$ cat src/rtl/alu_pkg.sv
// Shared definitions for the ALU request arbiter: op codes, default widths and FSM states.
package alu_pkg;

  localparam int ALU_N = 2;
  localparam int ALU_M = 4;

  localparam logic [1:0] ALU_SUB  = 2'b00;
  localparam logic [1:0] ALU_COMP = 2'b01;
  localparam logic [1:0] ALU_SUM  = 2'b10;
  localparam logic [1:0] ALU_CONV = 2'b11;

  typedef enum logic [1:0] {
    IDLE  = 2'b00,
    ISSUE = 2'b01,
    WAIT  = 2'b10,
    RESP  = 2'b11
  } arb_state_e;

endpackage

$ cat src/rtl/alu_req_arbiter_if.sv
// Request, ALU and response buses of the arbiter; slave is the arbiter side, master the environment.
interface alu_req_arbiter_if
  import alu_pkg::*;
#(
  parameter int N = ALU_N,
  parameter int M = ALU_M
);

  logic [1:0]     i_req_valid;
  logic [2*N-1:0] i_req_op;
  logic [2*M-1:0] i_req_a;
  logic [2*M-1:0] i_req_b;
  logic [1:0]     o_req_ready;

  logic [N-1:0]   o_alu_op;
  logic [M-1:0]   o_alu_a;
  logic [M-1:0]   o_alu_b;
  logic [M-1:0]   i_alu_result;
  logic [3:0]     i_alu_status;

  logic           o_rsp_valid;
  logic           o_rsp_id;
  logic [M-1:0]   o_rsp_result;
  logic [3:0]     o_rsp_status;
  logic           i_rsp_ready;

  modport slave (
    input  i_req_valid, i_req_op, i_req_a, i_req_b,
    input  i_alu_result, i_alu_status, i_rsp_ready,
    output o_req_ready, o_alu_op, o_alu_a, o_alu_b,
    output o_rsp_valid, o_rsp_id, o_rsp_result, o_rsp_status
  );

  modport master (
    output i_req_valid, i_req_op, i_req_a, i_req_b,
    output i_alu_result, i_alu_status, i_rsp_ready,
    input  o_req_ready, o_alu_op, o_alu_a, o_alu_b,
    input  o_rsp_valid, o_rsp_id, o_rsp_result, o_rsp_status
  );

endinterface

$ cat src/rtl/alu_req_arbiter_rr_arb2.sv
// Two-way grant: round-robin pointer by default, fixed priority (requester 0) when
// ALU_ARB_FIXED_PRIO_EN is defined.
module rr_arb2 (
  input  logic       i_clk,
  input  logic       i_reset,
  input  logic [1:0] i_valid,
  input  logic       i_accept,
  output logic       o_grant_valid,
  output logic       o_grant_id
);

`ifdef ALU_ARB_FIXED_PRIO_EN

  logic unused_inputs;
  assign unused_inputs = ^{i_clk, i_reset, i_accept};

  always_comb begin
    o_grant_valid = |i_valid;
    o_grant_id    = ~i_valid[0];
  end

`else

  logic ptr_q, ptr_d;

  // The favoured requester wins if valid; otherwise the other one is served so an idle side never stalls.
  always_comb begin
    o_grant_valid = |i_valid;
    o_grant_id    = i_valid[ptr_q] ? ptr_q : ~ptr_q;
    ptr_d         = i_accept ? ~o_grant_id : ptr_q;
  end

  always_ff @(posedge i_clk) begin
    if (i_reset) begin
      ptr_q <= 1'b0;
    end else begin
      ptr_q <= ptr_d;
    end
  end

`endif

endmodule

$ cat src/rtl/alu_req_arbiter.sv
// Shares one registered ALU between two valid/ready requesters, one operation at a time.
// Build option: define ALU_ARB_FIXED_PRIO_EN for fixed priority instead of round-robin.
module alu_req_arbiter
  import alu_pkg::*;
#(
  parameter int N       = ALU_N,
  parameter int M       = ALU_M,
  parameter int ALU_LAT = 1
) (
  input  logic             i_clk,
  input  logic             i_reset,
  alu_req_arbiter_if.slave bus,
  output logic             o_busy
);

  localparam int            CW       = (ALU_LAT > 1) ? $clog2(ALU_LAT) : 1;
  localparam logic [CW-1:0] CNT_LOAD = CW'(ALU_LAT - 1);

  arb_state_e    state_q, state_d;
  logic [CW-1:0] cnt_q, cnt_d;

  logic [N-1:0]  alu_op_q, alu_op_d;
  logic [M-1:0]  alu_a_q, alu_a_d;
  logic [M-1:0]  alu_b_q, alu_b_d;
  logic          rsp_valid_q, rsp_valid_d;
  logic          rsp_id_q, rsp_id_d;
  logic [M-1:0]  rsp_result_q, rsp_result_d;
  logic [3:0]    rsp_status_q, rsp_status_d;

  logic          grant_valid;
  logic          grant_id;
  logic          accept;
  logic          wait_done;

  rr_arb2 u_arb (
    .i_clk         (i_clk),
    .i_reset       (i_reset),
    .i_valid       (bus.i_req_valid),
    .i_accept      (accept),
    .o_grant_valid (grant_valid),
    .o_grant_id    (grant_id)
  );

  always_ff @(posedge i_clk) begin
    if (i_reset) begin
      state_q      <= IDLE;
      cnt_q        <= '0;
      alu_op_q     <= '0;
      alu_a_q      <= '0;
      alu_b_q      <= '0;
      rsp_valid_q  <= 1'b0;
      rsp_id_q     <= 1'b0;
      rsp_result_q <= '0;
      rsp_status_q <= '0;
    end else begin
      state_q      <= state_d;
      cnt_q        <= cnt_d;
      alu_op_q     <= alu_op_d;
      alu_a_q      <= alu_a_d;
      alu_b_q      <= alu_b_d;
      rsp_valid_q  <= rsp_valid_d;
      rsp_id_q     <= rsp_id_d;
      rsp_result_q <= rsp_result_d;
      rsp_status_q <= rsp_status_d;
    end
  end

  // WAIT runs ALU_LAT cycles: the counter is loaded in ISSUE and WAIT ends when it reads zero.
  always_comb begin
    state_d = state_q;
    cnt_d   = cnt_q;
    case (state_q)
      IDLE: begin
        if (grant_valid) state_d = ISSUE;
      end
      ISSUE: begin
        cnt_d   = CNT_LOAD;
        state_d = WAIT;
      end
      WAIT: begin
        if (cnt_q == '0) state_d = RESP;
        else             cnt_d   = cnt_q - CW'(1);
      end
      RESP: begin
        if (rsp_valid_q && bus.i_rsp_ready) state_d = IDLE;
      end
      default: state_d = IDLE;
    endcase
  end

  always_comb begin
    accept          = (state_q == IDLE) && grant_valid;
    wait_done       = (state_q == WAIT) && (cnt_q == '0);
    bus.o_req_ready = accept ? (grant_id ? 2'b10 : 2'b01) : 2'b00;
    o_busy          = (state_q != IDLE);

    alu_op_d     = alu_op_q;
    alu_a_d      = alu_a_q;
    alu_b_d      = alu_b_q;
    rsp_valid_d  = rsp_valid_q;
    rsp_id_d     = rsp_id_q;
    rsp_result_d = rsp_result_q;
    rsp_status_d = rsp_status_q;

    if (accept) begin
      alu_op_d = grant_id ? bus.i_req_op[N +: N] : bus.i_req_op[0 +: N];
      alu_a_d  = grant_id ? bus.i_req_a[M +: M]  : bus.i_req_a[0 +: M];
      alu_b_d  = grant_id ? bus.i_req_b[M +: M]  : bus.i_req_b[0 +: M];
      rsp_id_d = grant_id;
    end
    if (wait_done) begin
      rsp_result_d = bus.i_alu_result;
      rsp_status_d = bus.i_alu_status;
      rsp_valid_d  = 1'b1;
    end
    if ((state_q == RESP) && rsp_valid_q && bus.i_rsp_ready) begin
      rsp_valid_d = 1'b0;
    end
  end

  assign bus.o_alu_op     = alu_op_q;
  assign bus.o_alu_a      = alu_a_q;
  assign bus.o_alu_b      = alu_b_q;
  assign bus.o_rsp_valid  = rsp_valid_q;
  assign bus.o_rsp_id     = rsp_id_q;
  assign bus.o_rsp_result = rsp_result_q;
  assign bus.o_rsp_status = rsp_status_q;

endmodule

$ cat src/flat_wrapper.sv
// flat-port wrapper written by rule: the top's interface ports become plain ports
module alu_req_arbiter_flat import alu_pkg::*;
#(
  parameter int N       = ALU_N,
  parameter int M       = ALU_M,
  parameter int ALU_LAT = 1
)
  (i_clk, i_reset, o_busy, bus_i_req_valid, bus_i_req_op, bus_i_req_a, bus_i_req_b, bus_i_alu_result, bus_i_alu_status, bus_i_rsp_ready, bus_o_req_ready, bus_o_alu_op, bus_o_alu_a, bus_o_alu_b, bus_o_rsp_valid, bus_o_rsp_id, bus_o_rsp_result, bus_o_rsp_status);
  alu_req_arbiter_if #(.N(N), .M(M)) bus_i ();
  input  logic i_clk;
  input  logic i_reset;
  output logic o_busy;
  input wire logic [$bits(bus_i.i_req_valid)-1:0] bus_i_req_valid;
  input wire logic [$bits(bus_i.i_req_op)-1:0] bus_i_req_op;
  input wire logic [$bits(bus_i.i_req_a)-1:0] bus_i_req_a;
  input wire logic [$bits(bus_i.i_req_b)-1:0] bus_i_req_b;
  input wire logic [$bits(bus_i.i_alu_result)-1:0] bus_i_alu_result;
  input wire logic [$bits(bus_i.i_alu_status)-1:0] bus_i_alu_status;
  input wire logic [$bits(bus_i.i_rsp_ready)-1:0] bus_i_rsp_ready;
  output wire logic [$bits(bus_i.o_req_ready)-1:0] bus_o_req_ready;
  output wire logic [$bits(bus_i.o_alu_op)-1:0] bus_o_alu_op;
  output wire logic [$bits(bus_i.o_alu_a)-1:0] bus_o_alu_a;
  output wire logic [$bits(bus_i.o_alu_b)-1:0] bus_o_alu_b;
  output wire logic [$bits(bus_i.o_rsp_valid)-1:0] bus_o_rsp_valid;
  output wire logic [$bits(bus_i.o_rsp_id)-1:0] bus_o_rsp_id;
  output wire logic [$bits(bus_i.o_rsp_result)-1:0] bus_o_rsp_result;
  output wire logic [$bits(bus_i.o_rsp_status)-1:0] bus_o_rsp_status;
  assign bus_i.i_req_valid = bus_i_req_valid;
  assign bus_i.i_req_op = bus_i_req_op;
  assign bus_i.i_req_a = bus_i_req_a;
  assign bus_i.i_req_b = bus_i_req_b;
  assign bus_i.i_alu_result = bus_i_alu_result;
  assign bus_i.i_alu_status = bus_i_alu_status;
  assign bus_i.i_rsp_ready = bus_i_rsp_ready;
  assign bus_o_req_ready = bus_i.o_req_ready;
  assign bus_o_alu_op = bus_i.o_alu_op;
  assign bus_o_alu_a = bus_i.o_alu_a;
  assign bus_o_alu_b = bus_i.o_alu_b;
  assign bus_o_rsp_valid = bus_i.o_rsp_valid;
  assign bus_o_rsp_id = bus_i.o_rsp_id;
  assign bus_o_rsp_result = bus_i.o_rsp_result;
  assign bus_o_rsp_status = bus_i.o_rsp_status;
  alu_req_arbiter #(.N(N), .M(M), .ALU_LAT(ALU_LAT)) u_core (.i_clk(i_clk), .i_reset(i_reset), .bus(bus_i), .o_busy(o_busy));
endmodule
$ cat config.mk
export PLATFORM = sky130hd
export DESIGN_NAME = alu_req_arbiter_flat
export DESIGN_NICKNAME = d
export VERILOG_FILES = /design/src/rtl/alu_pkg.sv /design/src/rtl/alu_req_arbiter_if.sv /design/src/rtl/alu_req_arbiter_rr_arb2.sv /design/src/rtl/alu_req_arbiter.sv /design/src/flat_wrapper.sv
export SDC_FILE = /design/constraint.sdc
export NUM_CORES = 1
export LEC_CHECK = 0
export ABC_AREA = 1
export BUFFER_PORTS_ARGS = -buffer_cell sky130_fd_sc_hd__clkbuf_2
export CAP_MARGIN = 0
export CORE_MARGIN = 2
export CORE_UTILIZATION = 40
export CTS_BUF_LIST = sky130_fd_sc_hd__clkbuf_2 sky130_fd_sc_hd__clkbuf_4 sky130_fd_sc_hd__clkbuf_8
export DETAILED_ROUTE_END_ITERATION = 10
export GPL_TIMING_DRIVEN = 0
export PLACE_DENSITY = 0.79
export SLEW_MARGIN = 20
export SYNTH_ARGS = -nofsm -noshare
export SYNTH_HDL_FRONTEND = slang
export SYNTH_SLANG_ARGS = --single-unit
$ cat constraint.sdc
create_clock -name i_clk -period 1.5 [get_ports i_clk]
set_clock_uncertainty 0.2 [all_clocks]
set_input_delay 0.15 -clock i_clk [delete_from_list [all_inputs] [get_ports i_clk]]
set_output_delay 0.15 -clock i_clk [all_outputs]
set_load 0.005 [all_outputs]
* After elaboration in Yosys (flattened, before gate mapping) *
Index checks and enable logic that the tools add are counted.

storage, ports and cells
  register bits = 24
  output and inout bits = 23
  word-level logic and storage cells = 46

operators by class
  bitwise logic cells = 3
  add/subtract/negate cells = 1
  $lt $le $gt $ge = 1
  muxes and demuxes = 14
  reductions and logical operators = 11
  eq/ne operators = 6

operator list
  operator             number
  $mux 2               6
  $mux 4               2
  $pmux 2 s4           1
  $logic_and 1x1->1    5
  $eq 2x2->1 const B   2
  $mux 1               4
  $ne 2x1->1 const B   2
  $reduce_bool 2->1    2
  $reduce_or 2->1      2
  $not 1->1            3
  $reduce_and 3->1     1
  $eq 2x1->1 const B   1
  $logic_not 2->1      1
  $lt 1x2->1 const B   1
  $ne 2x2->1 const B   1
  $pmux 1 s2           1
  $sub 1x1->1 const B  1

* Depth between registers and ports, before layout *
Gate-level depths: netlist of the first run.

  word-level depth = 5
  depth in mapped cells = 7

* By module *
Synthesis of the first run repeated with hierarchy kept, for this count alone.

unflattened totals
  cell total of the unflattened synthesis = 150
  area, all modules = 1063.5 um^2

modules (own cells, without submodules)
  module           times used  cells an instance  seq. area each (um^2)  area each (um^2)
  alu_req_arbiter  1           144                440.4                  1008.5
  rr_arb2          1           6                  20.0                   55.1

* Worst setup path after synthesis of the first run *
Ideal clock, no wire load.

  path type = register -> register
  from = register u_core.state_q[1]
  to = register u_core.alu_a_q[1] (netlist: u_core.bus.o_alu_a[1])
  stages on the path, launching flop included = 8
  data arrival time = 1.018 ns
  path buffers = 1
  slack = 0.150 ns
  setup time = 0.132 ns
  data required time = 1.168 ns
  cells stage by stage = dfxtp_1 -> inv_1 -> ha_1 -> o21ai_2 -> inv_1 -> buf_2 -> nand2_1 -> a21oi_1

between the ends
  longest elaborated chain between the ends = 2

RTL lines
  item                    line                   RTL
  start, declared         alu_req_arbiter.sv:19  arb_state_e state_q, state_d;
  start signal, assigned  alu_req_arbiter.sv:56  state_q <= state_d;
  $logic_not 2->1         alu_req_arbiter.sv:92  accept = (state_q == IDLE) && grant_valid;
  $logic_and 1x1->1       alu_req_arbiter.sv:92
  end signal, assigned    alu_req_arbiter.sv:59  alu_a_q <= alu_a_d;
  end, declared           alu_req_arbiter.sv:23  logic [M-1:0] alu_a_q, alu_a_d;

Every way passes these cells.
A chain may end at the register's enable or synchronous reset.

* Worst setup path in the final report of the first run *
  from = register u_core.state_q[0]
  to = output port bus_o_req_ready[0]

between the ends
  longest elaborated chain between the ends = 3

RTL lines
  item               line                   RTL
  $logic_not 2->1    alu_req_arbiter.sv:92
  $logic_and 1x1->1  alu_req_arbiter.sv:92
  $mux 2             alu_req_arbiter.sv:94  bus.o_req_ready = accept ? (grant_id ? 2'b10 : 2'b01) : 2'b00;
  end, declared      flat_wrapper.sv:20     output wire logic [$bits(bus_i.o_req_ready)-1:0] bus_o_req_ready;

Every way passes these cells.

==> run metrics, run 1 <==
status finished, violations left; violated checks setup timing; DRC violations left 0; H-tree depth 1; reg2reg path depth 9; IO buf count 55; GR Overflow Total 0; initial antenna violation count 0; post-synthesis cell count 149; Slew Limit Fails 0; Synth Warn # 0; commonest non-fill, non-tap cell in the layout clkbuf_2; CTS root buf clkbuf_4; Core Rows 18; fin worst setup slack -0.0870 ns; PD cells 1610 mW/mm2; CTS buffer count 3; number of global-route vias before repair 1298; drt wl/cell 13.4 um; clock buffer depth 2; I/O Pins 56; leakage power total 0.971 nW; Peak VDD IR 1030 uV; Final Cycle Share 106%; syn_nets 185; area of the mapped netlist 0.00106 mm2; Max transition margin 67.5%; Clock Latency Late Sink 0.30 ns; Initial Util 42.4%; WS Path Type reg2out; # nets final 289; vias after detailed routing 1414; diode count 0; CP max stage delay 0.35 ns; ratio of cells with drive above 1 in the final layout 40.5%; flops & latches, synth 23; post-layout util 76.8%; Clock transition at path regs 0.13 ns; dpl hpwl 2000 um; sequential cell area fraction in the yosys report 43.4%; CTS tree built; fmax 630 MHz; final hold vios 0; Final Wtd Congestion 0.808; RSZ-0062 raised after global routing yes; Worst Tran Pin Value 0.488 ns; Max Cap Viol 0; Worst Path Arrival 1.24 ns; core area 0.00250 mm2; TNS Setup -0.178 ns; WP data required 1.15 ns; pre-CTS setup slack -0.0297 ns; Worst Hold Class in2reg; crit end category primary output; total clock sinks 23; Routed WL 3780 um; largest net degree at the start of global routing 14; die footprint 0.00308 mm2; Synth Area per Inst 7.11 um2; post-DR vias/cell 5.01; Total GRT Usage 22.2%; ranking of synthesized cells by area dfxtp_1, nand2_1, nand3_1; # setup viols final 3; Synth top area share 43.4%; Worst Path Max Fanout 4; post-route ant nets 0; hold path depth 4; die width 55.5 um; library cells used by synthesis 19; area delta synth->final 81.1%; crit-path cells inv_2 > ha_4 > o21ai_4 > a21oi_4 > buf_2; Chip Height 55.5 um; Tmin final 1.59 ns; commonest cells after routing, fill and taps aside clkbuf_2, nand2_1, dlygate4sd3_1; first-pass GRT wire length 5660 um; Critical Path Source Type flop; number of DRC markers in iteration 0 118; DR pass1 iterations 4; Worst path slowest cell dfxtp_2; Yosys top cell by area dfxtp_1
[synth_stat cells]
| cell type | number |
|---|---|
| a211oi_1 | 1 |
| buf_4 | 2 |
| nor2_1 | 18 |
| a31oi_1 | 1 |
| clkinv_1 | 1 |
| nand3_1 | 23 |
| inv_1 | 6 |
| buf_2 | 1 |
| dfxtp_1 | 23 |
| clkbuf_1 | 1 |
| a21oi_1 | 13 |
| buf_6 | 2 |
| inv_2 | 2 |
| buf_1 | 1 |
| nand2_2 | 3 |
| o21ai_2 | 1 |
| nand2_1 | 37 |
| o21ai_0 | 10 |
| ha_1 | 3 |
[final timing paths]
check                                       startpoint                     end  slack (ns)
worst max-delay path                 u_core.state_q[0]      bus_o_req_ready[0]       -0.09
worst min-delay path                bus_i_req_valid[1]      u_core.u_arb.ptr_q         0.1
worst max register to register       u_core.state_q[0]       u_core.state_q[0]       -0.02
worst min register to register  u_core.bus.o_alu_op[0]  u_core.bus.o_alu_op[0]        0.27
[through the flow]
| stage | total power, mW | instance area, um2 | std cells | hold WS [ns] |
|---|---|---|---|---|
| 6_report | 3.10 | 1920 | 282 | 0.0991 |
| 5_1_grt | 3.34 | 1920 | 282 | 0.112 |
| 4_1_cts | 2.74 | 1790 | 274 | 0.0345 |
| 3_5_place_dp | 2.13 | 1370 | 234 | 0.166 |
| 3_3_place_gp | 2.11 | 1370 | 234 | 0.164 |
| 2_1_floorplan | 1.69 | 1060 | 149 | 0.0191 |
[power by group]
group          internal, mW  total (mW)  leakage (nW)  switching [mW]
logic                 0.912        1.84         0.763           0.923
registers             0.843       0.981         0.190           0.138
clock network        0.0993       0.279        0.0177           0.180
total                  1.85        3.10         0.971            1.24
[flip-flops by register name (all words and copies together) (netlist names)]
signal and flops:
u_core.bus.o_alu_a 4, u_core.bus.o_alu_b 4, u_core.bus.o_alu_op 2, u_core.bus.o_rsp_id 1, u_core.bus.o_rsp_result 4, u_core.bus.o_rsp_status 4
u_core.bus.o_rsp_valid 1, u_core.state_q 2, u_core.u_arb.ptr_q 1
[routing by layer]
metal	vias up	share of wire [%]	global-route usage, %
met5	-	0	0
met4	0	1.2	6.27
met3	6	6.6	3.75
met2	72	51	39.1
met1	642	41	27.7
li1	694	-	-
[kinds of logic (layout without fill, tap and decap cells)]
group | after synthesis | count (layout) | synth area share (%)
compound gates | 26 | 26 | 13.0
fa+ha+maj | 3 | 3 | 3.54
buf+inv | 16 | 119 | 7.91
flops | 23 | 23 | 43.4
simple gates | 81 | 81 | 32.1
[timing repair]
action	CTS	global route
pin swaps	2	3
gates resized for setup	16	28
endpoints found under the hold margin	20	0
hold buffers	30	0
buffers inserted	6	7
setup endpoints to repair	14	21
cloned	0	2
[layout make-up]
cell class              count  area (um2)
multi-input cells         110         592
fillers                   173         581
inverters                   9        41.3
clock inverters             1        5.00
well taps                  30        37.5
flip-flops and latches     23         464
plain buffers               7        65.1
clock buffers               3        22.5
repair buffers             99         692
[critical path: cells and delay by family (launching register included)]
kind,cells,cell delay (ns)
adder cells (fa/ha/maj),1,0.15
flip-flops,1,0.35
AO/OA/AOI/OAI,2,0.22
buffers and inverters,2,0.21
Power figures use the tool's default switching activity.
==> inputs of run 2 (changes only) <==
- CELL_PAD_IN_SITES_DETAIL_PLACEMENT: default -> 0
- CELL_PAD_IN_SITES_GLOBAL_PLACEMENT: default -> 1
- CORE_UTILIZATION: 40 -> 31
- PLACE_DENSITY: 0.79 -> 0.89
==> run 2 against run 1 <==
  * The run still ends with setup timing left
  * Hold slack worse by 0.012 ns
  * Core utilization is 20 points lower
  * Largest cell class unchanged
  * Final area is 2.5% lower
  * Maximum frequency is 0.95% higher
  * Sequential power is 1% lower
  * First-iteration DRC count is 50% lower
==> run metrics, run 2 (synthesized netlist as in run 1, its figures left out) <==
CTS tree built; fill cell count 322; IO buf count 55; post-DR vias/cell 4.47; CTS root buf clkbuf_4; area delta synth->final 76.6%; Worst Hold Class in2reg; DR pass1 iterations 4; fin worst setup slack -0.0721 ns; WS Path Type reg2out; total clock sinks 23; first-pass GRT wire length 5490 um; Slew Limit Fails 0; Worst Path Arrival 1.22 ns; finished layout cell area 0.00187 mm2; leakage power total 0.945 nW; core area 0.00331 mm2; dpl hpwl 2040 um; Critical Path Source Type flop; fmax 636 MHz; WP data required 1.15 ns; Chip Height 62.5 um; PD cells 1570 mW/mm2; Routed WL 3400 um; CTS buffer count 3; vias after detailed routing 1315; Max Cap Viol 0; Worst Path Max Fanout 4; final hold vios 0; Clock Latency Late Sink 0.31 ns; crit end category primary output; clock buffer depth 2; drt wl/cell 11.6 um; DRC violations left 0; Final Wtd Congestion 0.719; Peak VDD IR 689 uV; Max transition margin 67.4%; Clock transition at path regs 0.13 ns; post-route ant nets 0; placed inst area 0.00139 mm2; commonest non-fill, non-tap cell in the layout clkbuf_2; Initial Util 32.0%; violated checks setup timing; Final Cycle Share 105%; RSZ-0062 raised after global routing yes; Tmin final 1.57 ns; largest net degree at the start of global routing 14; die footprint 0.00390 mm2; Core Rows 21; die width 62.5 um; I/O Pins 56; TNS Setup -0.142 ns; initial antenna violation count 0; GR Overflow Total 0; number of DRC markers in iteration 0 59; H-tree depth 1; # nets final 285; Worst Tran Pin Value 0.489 ns; number of global-route vias before repair 1321; Total GRT Usage 17.2%; diode count 0; ratio of cells with drive above 1 in the final layout 37.5%; commonest cells after routing, fill and taps aside clkbuf_2, nand2_1, dlygate4sd3_1; status finished, violations left; # setup viols final 2
[run 2: cell types whose count changed in the layout (fill, tap and decap cells not counted), sizes merged]
cell    previous run  this run
buf               21        16
clkbuf            58        59
clkinv             2         1
inv                8         9
[run 2: final timing paths]
kind / start / end / slack (ns) / cells after the start
worst max-delay path: u_core.state_q[0] / bus_o_req_ready[0] / -0.07 / 5
worst min-delay path: bus_i_req_valid[0] / u_core.u_arb.ptr_q / 0.09 / 3
worst max register to register: u_core.state_q[0] / u_core.bus.o_alu_op[0] / 0.05 / 8
worst min register to register: u_core.bus.o_alu_op[0] / u_core.bus.o_alu_op[0] / 0.27 / 2
[run 2: worst max-delay path: stages (launching register included)]
cell and delay [ns]:
dfxtp_2 0.35, inv_2 0.07, ha_4 0.15, o21ai_4 0.08, a21oi_4 0.13, clkbuf_2 0.13
[run 2: layout make-up]
cell class	instances	area [um2]	area share, %
repair buffers	95	661	35.3
clock inverters	1	5.00	0.267
multi-input cells	110	553	29.5
well taps	46	57.6	3.07
inverters	9	43.8	2.34
plain buffers	7	65.1	3.48
clock buffers	3	22.5	1.20
flip-flops and latches	23	464	24.8
[run 2: stage by stage]
step,cells,worst slack [ns],power [mW],util (%),hold WS (ns)
floorplan,149,0.150,1.69,-,0.0191
global placement,250,-0.0515,2.12,42.1,0.164
detailed placement,250,-0.0388,2.13,42.1,0.172
CTS,290,-0.0701,2.75,54.7,0.0572
global route,294,-0.119,3.19,56.5,0.0961
finish,294,-0.0721,2.95,56.5,0.0867
[run 2: power by group]
| group | internal, mW | total, mW | switching (mW) |
|---|---|---|---|
| Combinational | 0.855 | 1.68 | 0.827 |
| Sequential | 0.843 | 0.968 | 0.126 |
| Clock | 0.0997 | 0.297 | 0.197 |
| Total | 1.80 | 2.95 | 1.15 |
[run 2: metal layers]
metal  vias up  track usage, %  routed length [um]
met5         -               0                   0
met4         0            5.83                  48
met3         6            3.42                 183
met2        48            32.0                1710
met1       577            19.4                1460
li1        684               -                   -
[run 2: what timing repair did]
item                                   4_1_cts  5_1_grt
cloned                                       0        1
buffers inserted                             6        3
hold buffers                                30        0
endpoints found under the hold margin       20        0
gates resized for setup                     15       12
setup endpoints to repair                   14       21
pin swaps                                    2        1
